===== src/rtl/reg_file_pkg.sv =====
// Shared types and default sizing for the parametrised register file.
package reg_file_pkg;

    typedef enum logic {
        RF_CLEAR,
        RF_RUN
    } rf_state_e;

    localparam int RF_W_DEF     = 8;
    localparam int RF_DEPTH_DEF = 8;
    localparam int RF_N_RD_DEF  = 2;

endpackage


===== src/rtl/rf_read_port.sv =====
// One registered read port: selects stored word, same-cycle write data, or zero.
module rf_read_port #(
    parameter int W        = 8,
    parameter int DEPTH    = 8,
    parameter bit ZERO_REG = 1'b0,
    parameter int AW       = $clog2(DEPTH)
) (
    input  logic          clk,
    input  logic          rst,
    input  logic          en,
    input  logic [AW-1:0] addr,
    input  logic [W-1:0]  mem_words [DEPTH],
    input  logic          byp_en,
    input  logic [AW-1:0] byp_addr,
    input  logic [W-1:0]  byp_data,
    output logic [W-1:0]  data
);

    localparam logic [AW:0] DEPTH_W = (AW+1)'(DEPTH);

    logic [W-1:0] data_reg;
    logic [W-1:0] data_next;
    logic         in_range;

    assign in_range = {1'b0, addr} < DEPTH_W;

    // byp_en is only raised for writes that actually land, so it never aliases
    // an out-of-range or hardwired-zero address.
    always_comb begin
        data_next = '0;
        if (!in_range) begin
            data_next = '0;
        end else if (ZERO_REG && addr == '0) begin
            data_next = '0;
        end else if (byp_en && byp_addr == addr) begin
            data_next = byp_data;
        end else begin
            data_next = mem_words[addr];
        end
    end

    always_ff @(posedge clk or posedge rst) begin
        if (rst) begin
            data_reg <= '0;
        end else if (en) begin
            data_reg <= data_next;
        end
    end

    assign data = data_reg;

endmodule


===== src/rtl/reg_file_param.sv =====
// Parametrised register file: N read ports, one write port, write-to-read
// bypass and a self-clearing sequencer that zeroes storage after reset.
module reg_file_param
    import reg_file_pkg::*;
#(
    parameter int   W        = RF_W_DEF,
    parameter int   DEPTH    = RF_DEPTH_DEF,
    parameter int   N_RD     = RF_N_RD_DEF,
    parameter bit   ZERO_REG = 1'b0,
    localparam int  AW       = $clog2(DEPTH)
) (
    input  logic               clk,
    input  logic               reset,
    input  logic               clear_req,
    input  logic               wr_en,
    input  logic [AW-1:0]      wr_addr,
    input  logic [W-1:0]       wr_data,
    input  logic               rd_en,
    input  logic [N_RD*AW-1:0] rd_addr,
    output logic [N_RD*W-1:0]  rd_data,
    output logic               rd_valid,
    output logic               init_busy
);

    localparam logic [AW:0]   DEPTH_W  = (AW+1)'(DEPTH);
    localparam logic [AW-1:0] LAST_IDX = AW'(DEPTH - 1);

    rf_state_e     state_reg, state_next;
    logic [AW-1:0] clr_idx_reg, clr_idx_next;
    logic          rd_valid_reg;
    logic [W-1:0]  mem [DEPTH];

    logic run;
    logic wr_ok;
    logic rd_ok;

    assign run   = (state_reg == RF_RUN);
    assign wr_ok = run && wr_en && ({1'b0, wr_addr} < DEPTH_W)
                   && !(ZERO_REG && wr_addr == '0);
    assign rd_ok = run && rd_en;

    always_ff @(posedge clk or posedge reset) begin
        if (reset) begin
            state_reg   <= RF_CLEAR;
            clr_idx_reg <= '0;
        end else begin
            state_reg   <= state_next;
            clr_idx_reg <= clr_idx_next;
        end
    end

    always_comb begin
        state_next   = state_reg;
        clr_idx_next = clr_idx_reg;
        case (state_reg)
            RF_CLEAR: begin
                if (clear_req) begin
                    clr_idx_next = '0;
                end else if (clr_idx_reg == LAST_IDX) begin
                    state_next   = RF_RUN;
                    clr_idx_next = '0;
                end else begin
                    clr_idx_next = clr_idx_reg + AW'(1);
                end
            end
            RF_RUN: begin
                if (clear_req) begin
                    state_next   = RF_CLEAR;
                    clr_idx_next = '0;
                end
            end
            default: begin
                state_next   = RF_CLEAR;
                clr_idx_next = '0;
            end
        endcase
    end

    // Storage has no reset; the sequencer owns the write port while clearing.
    always_ff @(posedge clk) begin
        if (!run) begin
            mem[clr_idx_reg] <= '0;
        end else if (wr_ok) begin
            mem[wr_addr] <= wr_data;
        end
    end

    always_ff @(posedge clk or posedge reset) begin
        if (reset) begin
            rd_valid_reg <= 1'b0;
        end else begin
            rd_valid_reg <= rd_ok;
        end
    end

    generate
        for (genvar gi = 0; gi < N_RD; gi++) begin : g_rd
            rf_read_port #(
                .W        (W),
                .DEPTH    (DEPTH),
                .ZERO_REG (ZERO_REG),
                .AW       (AW)
            ) u_port (
                .clk       (clk),
                .rst       (reset),
                .en        (rd_ok),
                .addr      (rd_addr[gi*AW +: AW]),
                .mem_words (mem),
                .byp_en    (wr_ok),
                .byp_addr  (wr_addr),
                .byp_data  (wr_data),
                .data      (rd_data[gi*W +: W])
            );
        end
    endgenerate

    assign rd_valid  = rd_valid_reg;
    assign init_busy = (state_reg == RF_CLEAR);

endmodule

===== config.mk =====
export PLATFORM = sky130hd
export DESIGN_NAME = reg_file_param
export DESIGN_NICKNAME = d
export VERILOG_FILES = /design/src/rtl/reg_file_pkg.sv /design/src/rtl/rf_read_port.sv /design/src/rtl/reg_file_param.sv
export SDC_FILE = /design/constraint.sdc
export NUM_CORES = 1
export LEC_CHECK = 0
export BUFFER_PORTS_ARGS = -buffer_cell sky130_fd_sc_hd__buf_2
export CORE_MARGIN = 5
export CORE_UTILIZATION = 43
export DETAILED_ROUTE_END_ITERATION = 10
export GPL_ROUTABILITY_DRIVEN = 0
export PLACE_DENSITY = 0.63
export SYNTH_ARGS = -nofsm -noshare
export SYNTH_HDL_FRONTEND = slang
export SYNTH_SLANG_ARGS = --single-unit

===== constraint.sdc =====
create_clock -name clk -period 2.8 [get_ports clk]
set_clock_uncertainty 0.1 [all_clocks]
set_input_delay 0 -clock clk [delete_from_list [all_inputs] [get_ports clk]]
set_output_delay 0 -clock clk [all_outputs]
set_load 0.05 [all_outputs]

Word level (Yosys, flattened, before mapping)
Index checks and enable logic that the tools add are counted.
Widths: inputs -> output; s select.
- order comparisons: 6
- add/sub/neg operators: 1
- eq/ne operators: 5
- reductions and logical operators: 6
- bitwise operators: 7
- mux-type cells: 23
- operators with widths (operator ; number):
    $mux 64 ; 2
    $and 64x64->64 ; 1
    $bwmux 64 ; 1
    $mux 8 ; 8
    $not 64->64 ; 1
    $bmux 8 s3 ; 2
    $demux 8 s3 ; 2
    $ge 4x4->1 const B ; 4
    $not 3->4 ; 4
    $mux 3 ; 3
    $lt 4x1->1 const B ; 2
    $eq 3x3->1 ; 2
    $logic_and 1x1->1 ; 6
    $pmux 3 s2 ; 1
    $add 3x1->3 const B ; 1
    $eq 3x3->1 const B ; 1
    $mux 1 ; 3
    $ne 2x1->1 const B ; 1
    $ne 2x2->1 const B ; 1
    $pmux 1 s2 ; 1
    $not 1->1 ; 1
- logic and storage cells: 61
- bits of input ports: 22
- output and inout port bits: 18
- register bits after elaboration: 85

Longest topological paths before layout
- word-level depth: 8
- mapped depth: 5
- depth with buffers taken out: 4

Cells and area by module
Synthesis repeated with hierarchy kept, for this count alone.
- cells, all modules: 403
- area total of the unflattened synthesis: 5116.2 um^2
- modules (own cells, without submodules) (module ; cells an instance ; area each (um^2) ; times used ; sequential area each (um^2)):
    reg_file_param ; 267 ; 3279.4 ; 1 ; 2047.0
    rf_read_port (g_rd[1].u_port) ; 67 ; 943.4 ; 1 ; 200.2
    rf_read_port (g_rd[0].u_port) ; 69 ; 893.4 ; 1 ; 200.2

Worst setup path before layout
Ideal clock, no wire load.
- path type: register to register
- start point: reg state_reg, in the netlist run
- end point: reg mem[40] (netlist name) (data pin)
- cell stages (with the launch flop): 5
- setup time: 134 ps
- setup slack: 880 ps
- data required time: 2566 ps
- clock period less this slack: 1920 ps
- path buffers: 1
- data arrival time: 1686 ps
- cells stage by stage: dfrtp_1 clkinv_1 clkbuf_1 o31a_1 a22o_1
- word-level cells in the longest chain between the ends: 1
- RTL lines (element ; line ; text):
    start: declaration ; reg_file_param.sv:28 ; rf_state_e state_reg, state_next;
    start signal: assignment ; reg_file_param.sv:47 ; state_reg <= state_next;
    $mux 64 ; reg_file_param.sv:81 ; if (!run) begin
    end signal: indexed assignment ; reg_file_param.sv:84 ; mem[wr_addr] <= wr_data;
    end: declaration ; reg_file_param.sv:31 ; logic [W-1:0] mem [DEPTH];
Every way passes these cells.
A chain may end at the register's enable or synchronous reset.

Worst setup path in the final report
- start point: reg state_reg, in the netlist run
- end point: reg mem[29] (netlist name) (data pin)
The elaborated chain is that of the path after synthesis.

==> flow_summary.toml <==
[run_status]
outcome = "finished, final reports clean"

[detailed_routing]
vias = 3495
ant_nets = 0
viasPerCell = 6.63
drt_iter0_drc = 575
wirelength_um = 13600
firstDrtPassIters = 5
wire_per_inst_um = 25.8
drc_errors = 0

[min_path]
hold_end = "g_rd[0].u_port.data[5]"
min-delay-start = "rd_addr[1]"
hold_class = "input port to flip-flop"
hold_depth = 3

[logic_synthesis]
synth_edf_count = 64
syn_nets = 363
ys_ff_latch = 85
synth.largest_area_cell = "edfxtp_1"
synth_top_area_share_pct = 40.6
synth_top_flop_cell = "edfxtp_1"
synthTopCellsByArea = "edfxtp_1, mux4_2, dfrtp_1, a22o_1, mux4_1"
syn_avg_cell_area_um2 = 14.0
async_reset_ff_share_pct = 24.7
ys_seq_area_share_pct = 51.7
synth_area_um2 = 4740
ys_types = 38
syn_inst = 339
yosys_warnings = 0

[cts]
cts_resized = 0
cts_tree = "built"
clkSinkCount = 85
ctsRootBufferMaster = "clkbuf_8"
cts_htree_levels = 3
hold_buffers = 10
cts_buffer_depth = 2
cts_buffers = 9
post_cts_buffers = 0
clk_pin_slew_ns = 0.09
insertion_delay_ns = 0.37

[global_route]
grt_max_degree = 22
grt-ovfl-total = 0
first_global_vias = 3435
antenna_found_initial = 0
grt_pass1_wl_um = 21400
grt.total_usage_pct = 21.6

[cells_and_area]
nets = 406
largest_reg_flops = 64
fillers = 926
area_growth_pct = 12.9
diodes = 0
final_cells = 527
drive_gt1_share_pct = 24.8

[floorplanning]
start_util_pct = 43.7
core_um2 = 10800
rows = 38
dieArea_um2 = 13200
ios = 40
die_w_um = 115
die_y_um = 115

[power_and_ir_drop]
netSwitchingFraction_pct = 32.4
peakVddDrop_mv = 0.313
power.leakage_uw = 0.00223
p_sw_uw = 1340
finalPower_uw = 4130
clock_power_share_pct = 23.7
power_density_nw_per_um2 = 772
p_seq_share_pct = 50.0
p_int_uw = 2790
combPwrFrac_pct = 26.3

[critical_path]
worst_r2r_endpoint = "mem[29]"
crit_required_ns = 2.93
cp.arrival_ns = 2.50
critPathCaptureType = "flip-flop"
reg2regPathDepth = 3
crit_type = "flip-flop to flip-flop"
critPathMaxFanout = 19
worstSetupStartpointType = "flip-flop"
regToRegSetupSlack_ns = 0.43
r2r-start = "run"

[timing]
post-route-min-period_ns = 2.37
worst_slew_pin_slew_ns = 0.986
fmax_ghz = 0.422
slew_headroom_pct = 34.0
holdWs_ns = 0.0450
setup_viol = 0
hold_viol = 0
rsz0062_at_grt = "no"
final.setup.tns_ns = 0
maxSlewViolCount = 0
fin_crit_sh_pct = 84.6

[placed_design]
place_inst = 501
dpl.hpwl_um = 9610
io_buffers = 39

[run]
cap_viol_max_count = 0
-- metrics by stage --
stage | utilization (%) | setup WS (ns) | cell area (µm²)
after floorplan | - | 0.880 | 4740
after global placement | 46.4 | 0.671 | 5030
after detailed placement | 46.4 | 0.572 | 5030
after CTS | 49.3 | 0.537 | 5350
after global routing | 49.3 | 0.329 | 5350
final | 49.3 | 0.430 | 5350
-- area by class of cell --
type	instances	area [µm²]	share of cell area [%]
flip-flops and latches	85	2450	45.8
inverters	14	52.6	0.983
clock buffers	10	128	2.39
well taps	140	175	3.28
multi-input cells	216	2110	39.4
repair buffers	56	348	6.51
clock inverters	6	87.6	1.64
-- Yosys cell counts, types with 2 or more instances --
| library cell | n |
|---|---|
| o221ai_1 | 6 |
| xnor2_1 | 3 |
| a221o_1 | 3 |
| buf_2 | 10 |
| mux4_1 | 5 |
| o221a_2 | 2 |
| buf_1 | 2 |
| edfxtp_1 | 64 |
| and3b_1 | 3 |
| a21oi_1 | 2 |
| nor3b_1 | 3 |
| inv_1 | 13 |
| and2_1 | 4 |
| a22o_1 | 56 |
| mux2i_1 | 13 |
| dfrtp_1 | 21 |
| ha_1 | 2 |
| a31oi_1 | 4 |
| nor2_1 | 19 |
| mux2_2 | 5 |
| o31ai_1 | 8 |
| buf_6 | 3 |
| nand2b_1 | 2 |
| clkbuf_1 | 8 |
| a221oi_1 | 5 |
| mux4_2 | 27 |
| nand2_1 | 30 |
| o31a_1 | 2 |
| xor2_1 | 4 |
| nand3_1 | 2 |
-- power groups by stage --
stage	Combinational, µW	Sequential (µW)	Clock [µW]
floorplan	647	2130	0
global placement	1060	2070	0
detailed placement	1070	2070	0
CTS	1090	2050	975
global route	1160	2100	1030
finish	1090	2070	977
-- per-layer routing --
layer / global-route usage [%] / share of wire, % / up-vias
met5: 0 / 0 / -
met2: 31.7 / 45 / 236
li1: - / - / 1476
met4: 9.70 / 3.4 / 0
met3: 5.53 / 12 / 28
met1: 30.3 / 40 / 1755
-- how the worst max path moves through the flow --
| stage | startpoint | to | slack, ns |
|---|---|---|---|
| 2_1_floorplan | run | mem[40] | 0.88 |
| 4_1_cts | run | mem[29] | 0.54 |
| 3_5_place_dp | run | mem[13] | 0.57 |
| 5_1_grt | run | mem[29] | 0.33 |
| 6_report | run | mem[29] | 0.43 |
| 3_3_place_gp | run | mem[13] | 0.67 |
-- cells by family after synthesis --
logic type / share of synthesized area, %
buffers and inverters: 3.83
AO/OA/AOI/OAI: 16.7
AND/OR/NAND/NOR: 6.39
adder cells (fa/ha/maj): 0.528
multiplexers: 19.5
XOR/XNOR: 1.29
flip-flops: 51.7
-- critical path: stages, from the launching register on --
cell,delay [ns]
dfrtp_1,0.56
clkinv_1,0.52
nor2_1,0.79
a22o_1,0.26
-- cells in the final DEF (no fill, tap or decap), types with 3 or more instances in the layout --
master and n:
inv_1 13, mux4_1 5, xor2_1 4, and2_1 4, and3b_1 3, mux4_2 27
nand2_1 30, mux2i_1 13, dfrtp_1 21, nor3b_1 3, o31ai_1 8, edfxtp_1 64
dlygate4sd3_1 10, a221o_1 3, a22o_1 56, a221oi_1 5, mux2_2 5, buf_4 7
clkbuf_8 9, a31oi_1 4, xnor2_1 3, nor2_1 19, o221ai_1 6, buf_2 39
No activity file was read; power rests on OpenSTA's default activity.
